`config.mk`:
```
export PLATFORM = sky130hd
export DESIGN_NAME = uart_tx_buffer
export DESIGN_NICKNAME = d
export VERILOG_FILES = /design/src/rtl/uart_pkg.sv /design/src/rtl/uart_sync_fifo.sv /design/src/rtl/uart_tx_buffer.sv
export SDC_FILE = /design/constraint.sdc
export NUM_CORES = 1
export LEC_CHECK = 0
export CAP_MARGIN = 20
export CORE_MARGIN = 2
export CORE_UTILIZATION = 50
export CTS_BUF_LIST = sky130_fd_sc_hd__clkbuf_8
export CTS_CLUSTER_SIZE = 24
export DETAILED_ROUTE_END_ITERATION = 7
export GPL_ROUTABILITY_DRIVEN = 0
export GPL_TIMING_DRIVEN = 0
export PLACE_DENSITY = 0.68
export SYNTH_ARGS = -nofsm -noshare
export SYNTH_HDL_FRONTEND = slang
export SYNTH_SLANG_ARGS = --single-unit
export TNS_END_PERCENT = 10
```
`constraint.sdc`:
```
create_clock -name clk -period 6.2 [get_ports clk]
set_input_delay 1.86 -clock clk [delete_from_list [all_inputs] [get_ports clk]]
set_output_delay 1.86 -clock clk [all_outputs]
set_load 0.02 [all_outputs]
```
`src/rtl/uart_pkg.sv`:
```
// Shared UART types and constants used by the transmit-side buffer and its bench.
package uart_pkg;

  localparam int unsigned BYTE_W     = 8;
  localparam int unsigned FRAME_BITS = 11;
  localparam int unsigned OVERSAMPLE = 16;

  typedef logic [BYTE_W-1:0] byte_t;

  typedef enum logic [1:0] {
    IDLE      = 2'd0,
    REQ       = 2'd1,
    WAIT_DONE = 2'd2
  } tx_buf_state_t;

endpackage

```
`src/rtl/uart_sync_fifo.sv`:
```
// Single-clock FIFO with occupancy count and a one-cycle overflow pulse on dropped pushes.
module uart_sync_fifo #(
  parameter  int unsigned DEPTH = 16,
  parameter  int unsigned WIDTH = 8,
  localparam int unsigned AW    = $clog2(DEPTH)
) (
  input  logic             clk,
  input  logic             rst_n,
  input  logic             push,
  input  logic [WIDTH-1:0] push_data,
  input  logic             pop,
  output logic [WIDTH-1:0] pop_data_c,
  output logic             full,
  output logic             empty,
  output logic [AW:0]      count,
  output logic             overflow
);

  logic [AW-1:0]    wr_ptr_q, wr_ptr_d;
  logic [AW-1:0]    rd_ptr_q, rd_ptr_d;
  logic [AW:0]      count_q, count_d;
  logic             overflow_q, overflow_d;
  logic [WIDTH-1:0] mem_q [DEPTH];
  logic             pop_ok_c;
  logic             push_ok_c;

  assign full       = (count_q == (AW+1)'(DEPTH));
  assign empty      = (count_q == '0);
  assign count      = count_q;
  assign overflow   = overflow_q;
  assign pop_data_c = mem_q[rd_ptr_q];

  // A pop in the same cycle frees the slot a push into a full FIFO needs.
  always_comb begin
    pop_ok_c   = pop && !empty;
    push_ok_c  = push && (!full || pop_ok_c);
    overflow_d = push && !push_ok_c;
    wr_ptr_d   = wr_ptr_q;
    rd_ptr_d   = rd_ptr_q;
    count_d    = count_q;
    if (push_ok_c) wr_ptr_d = wr_ptr_q + AW'(1);
    if (pop_ok_c)  rd_ptr_d = rd_ptr_q + AW'(1);
    case ({push_ok_c, pop_ok_c})
      2'b10:   count_d = count_q + (AW+1)'(1);
      2'b01:   count_d = count_q - (AW+1)'(1);
      default: count_d = count_q;
    endcase
  end

  always_ff @(posedge clk or negedge rst_n) begin
    if (!rst_n) begin
      wr_ptr_q   <= '0;
      rd_ptr_q   <= '0;
      count_q    <= '0;
      overflow_q <= 1'b0;
    end else begin
      wr_ptr_q   <= wr_ptr_d;
      rd_ptr_q   <= rd_ptr_d;
      count_q    <= count_d;
      overflow_q <= overflow_d;
    end
  end

  // Storage needs no reset; only slots behind the pointers are ever read.
  always_ff @(posedge clk) begin
    if (push_ok_c) mem_q[wr_ptr_q] <= push_data;
  end

endmodule

```
`src/rtl/uart_tx_buffer.sv`:
```
// Byte FIFO plus feeder FSM that hands one frame at a time to uart_transmitter.
module uart_tx_buffer
  import uart_pkg::*;
#(
  parameter int unsigned DEPTH = 16,
  parameter int unsigned AW    = $clog2(DEPTH)
) (
  input  logic          clk,
  input  logic          reset,
  input  logic [7:0]    wr_data,
  input  logic          wr_en,
  input  logic          enable,
  output logic          full,
  output logic          empty,
  output logic [AW:0]   count,
  output logic          overflow,
  output logic [7:0]    Tx_DATA,
  output logic          Tx_WR,
  input  logic          TX_BUSY
);

  tx_buf_state_t state_q, state_d;
  byte_t         tx_data_q, tx_data_d;
  logic          tx_wr_q, tx_wr_d;
  logic          pop_c;
  logic          start_c;
  byte_t         head_c;

  uart_sync_fifo #(
    .DEPTH (DEPTH),
    .WIDTH (8)
  ) u_fifo (
    .clk        (clk),
    .rst_n      (reset),
    .push       (wr_en),
    .push_data  (wr_data),
    .pop        (pop_c),
    .pop_data_c (head_c),
    .full       (full),
    .empty      (empty),
    .count      (count),
    .overflow   (overflow)
  );

  assign Tx_DATA = tx_data_q;
  assign Tx_WR   = tx_wr_q;
  assign start_c = enable && !empty && !TX_BUSY;

  always_ff @(posedge clk or negedge reset) begin
    if (!reset) begin
      state_q   <= IDLE;
      tx_data_q <= 8'h00;
      tx_wr_q   <= 1'b0;
    end else begin
      state_q   <= state_d;
      tx_data_q <= tx_data_d;
      tx_wr_q   <= tx_wr_d;
    end
  end

  always_comb begin
    state_d = state_q;
    case (state_q)
      IDLE:      if (start_c)  state_d = REQ;
      REQ:       if (TX_BUSY)  state_d = WAIT_DONE;
      WAIT_DONE: if (!TX_BUSY) state_d = IDLE;
      default:                 state_d = IDLE;
    endcase
  end

  // Tx_DATA only moves on a pop, so it keeps showing the last byte between frames.
  always_comb begin
    tx_wr_d   = tx_wr_q;
    tx_data_d = tx_data_q;
    pop_c     = 1'b0;
    case (state_q)
      IDLE: begin
        tx_wr_d = 1'b0;
        if (start_c) begin
          pop_c     = 1'b1;
          tx_data_d = head_c;
          tx_wr_d   = 1'b1;
        end
      end
      REQ:       if (TX_BUSY) tx_wr_d = 1'b0;
      WAIT_DONE: tx_wr_d = 1'b0;
      default:   tx_wr_d = 1'b0;
    endcase
  end

endmodule

```
==> metrics.txt <==
DP Wirelength=7820 µm; Setup CP Type=in -> reg; Leakage Power=2.49 nW; max_slew headroom=0.436; top routing layer in use=met4; drt wl/cell=20.9 µm; Metal-1 WL=5250 µm; Synth top cells by count=edfxtp_1 (128), mux4_2 (32), dfrtp_1 (25), nor2_1 (17), nand2_1 (13); area share of the largest cell type after synthesis=0.619; setup bufs post-CTS=0; Tightest Pin Transition=843 ps; hold path start=Tx_DATA[1]; final antenna diode count=0; Min Hold Slack=518 ps; ys flop type=edfxtp_1; DRT Pass-1 Iters=4; metal3 WL=510 µm; Tmin final=4370 ps; Synth cell types=39; vias per cell=5.59; num rows=40; total core area=12,100 µm²; CTS resizes=0; CTS Root Cell=clkbuf_8; Syn-to-layout area delta=15.8%; # fillers=884; starting density of the core=0.515; Startpoint Class=primary input; # setup viols final=0; Die ar.=13,300 µm²; worst hold endpoint=Tx_DATA[1]; DRC violations left=0; critical path capture point type=flip-flop; GRT overflow=0; fraction of layout cells with a size suffix above 1=0.213; I/O Pins=30; MaxCap Viol Count=0; Routed WL=11,800 µm; footprint of the multi-input gates=1620 µm²; critical path data arrival time=4530 ps; WL met2=5820 µm; Slew Limit Fails=0; power per cell area=450 nW/µm²; sequential cell area=4470 µm²; Clock Skews=11.3 ps; Final ANT Viol Nets=0; crit path max fanout=8; CTS tree=yes; final net count=404; Initial DRC Count=267; Via Count=3,148; die height=115 µm; Final WS setup=1830 ps; FF-to-FF Start=state_q[0]; total design power=3.24 mW; peak supply drop=178 µV; number of flops mapped to enable cells by yosys=128; hold-fix buffer count after cts=0; Synth Net Count=351; number of buffers created by CTS=17; CP required=6360 ps; H-tree Lvls=4; RSZ-0062 raised after global routing=false; clock sink count=153; clock slew at reported path FFs=90 ps; Setup WS pre-CTS=1380 ps; clock latency on the worst-skew pair=450 ps; post-synthesis average cell area=18.9 µm²; outcome=finished, final reports clean; Synthesis Warnings=0; initial antenna violation count=0; max frequency=0.229 GHz; top cells by area, synth=edfxtp_1 (62%), mux4_2 (12%), dfrtp_1 (10%); #FFs+latches synth=153; final worst-path cycle share=0.705; I/O Buffers=29; vias in the first global route=3,210; Fin Setup TNS=0 ps; Synth async-reset ratio=0.163; largest area contributor in the netlist=edfxtp_1; HP Class=reg -> reg; Fin. Hold Viols=0; Seq/Total Area, Yosys=0.720; WHS Path Cells=1; RR Endpoint=u_fifo.mem_q[3][7]; Worst Setup SP=TX_BUSY; Mapped Cells=329; R2R depth=5; Post-Syn Area=6210 µm²; setup slack, reg-to-reg=3280 ps; first-pass GRT wire length=18,500 µm; top-count cell post-synth=edfxtp_1; gr usage total=0.195; Max Root-Sink Buffers=2; pin count of the biggest net entering global routing=22; Die W=115 µm
==> logic make-up after synthesis <==
| group | after synthesis | synth area share |
|---|---|---|
| fa+ha+maj | 9 | 0.0194 |
| simple gates | 53 | 0.0433 |
| flops | 153 | 0.720 |
| compound gates | 36 | 0.0462 |
| buf+inv | 23 | 0.0188 |
| mux | 45 | 0.138 |
| xor+xnor | 10 | 0.0141 |
==> per-stage QoR <==
step | utilization | cell area (µm²) | cells
after floorplan | - | 6210 | 329
after global placement | 0.556 | 6710 | 526
after detailed placement | 0.561 | 6760 | 531
after CTS | 0.596 | 7190 | 563
after global routing | 0.596 | 7190 | 563
final | 0.596 | 7190 | 563
==> power by group <==
| part | switching (mW) | internal (mW) | total (mW) |
|---|---|---|---|
| registers | 0.0784 | 1.28 | 1.35 |
| clock network | 0.390 | 0.406 | 0.796 |
| logic | 0.572 | 0.514 | 1.09 |
==> final cells by class <==
class,count,area share
buffer,18,0.0136
inverter,5,0.00261
tap,168,0.0292
multi-input combinational,153,0.225
sequential,153,0.622
clock buffer,17,0.0326
clock inverter,15,0.0265
timing repair buffer,34,0.0484
==> registers in the layout, indices dropped and copies added (netlist names) <==
signal	count
Tx_DATA	8
u_fifo.overflow	1
u_fifo.mem_q	128
u_fifo.count	5
state_q	2
u_fifo.rd_ptr_q	4
Tx_WR	1
u_fifo.wr_ptr_q	4
==> worst max path at each step <==
stage,to,depth (start not counted)
after global routing,u_fifo.mem_q[1][7],6
after detailed placement,u_fifo.mem_q[3][7],6
after floorplan,u_fifo.mem_q[3][0],4
final,u_fifo.mem_q[3][7],6
after global placement,u_fifo.mem_q[3][7],5
after CTS,u_fifo.mem_q[3][7],6
==> routing by layer <==
layer,vias up,track usage
met5,-,0
met3,12,0.0533
li1,1411,-
met2,82,0.297
met4,0,0.0787
met1,1643,0.272
==> cell usage in the layout, fill, tap and decap left out, types with 2 or more instances in the layout <==
cell type / synthesis / layout
a21oi_1: 10 / 10
mux2i_1: 8 / 8
ha_1: 8 / 8
dfrtp_1: 25 / 25
nor2b_1: 8 / 8
nand2_1: 13 / 13
a21o_1: 2 / 2
nand2b_1: 2 / 2
buf_4: 0 / 4
buf_2: 6 / 6
inv_8: 0 / 2
clkinv_4: 0 / 2
buf_6: 3 / 3
buf_1: 2 / 2
inv_6: 0 / 3
a22o_1: 8 / 8
nand3_1: 3 / 3
bufinv_16: 0 / 3
xor2_1: 4 / 4
xnor2_1: 6 / 6
clkbuf_1: 7 / 7
mux2_2: 2 / 2
mux2_1: 3 / 3
edfxtp_1: 128 / 128
clkinvlp_4: 0 / 4
inv_1: 5 / 5
nor2_1: 17 / 17
clkbuf_8: 0 / 17
a211o_1: 8 / 8
nor3_1: 4 / 4
clkdlybuf4s50_1: 0 / 29
mux4_2: 32 / 32
==> critical path, cell delays in order <==
cell and delay [ps]:
clkdlybuf4s50_1 460, or4b_4 590, a31oi_2 510, nand2_1 260
nor3_1 570, buf_4 280
(Power assumes the default switching activity.)
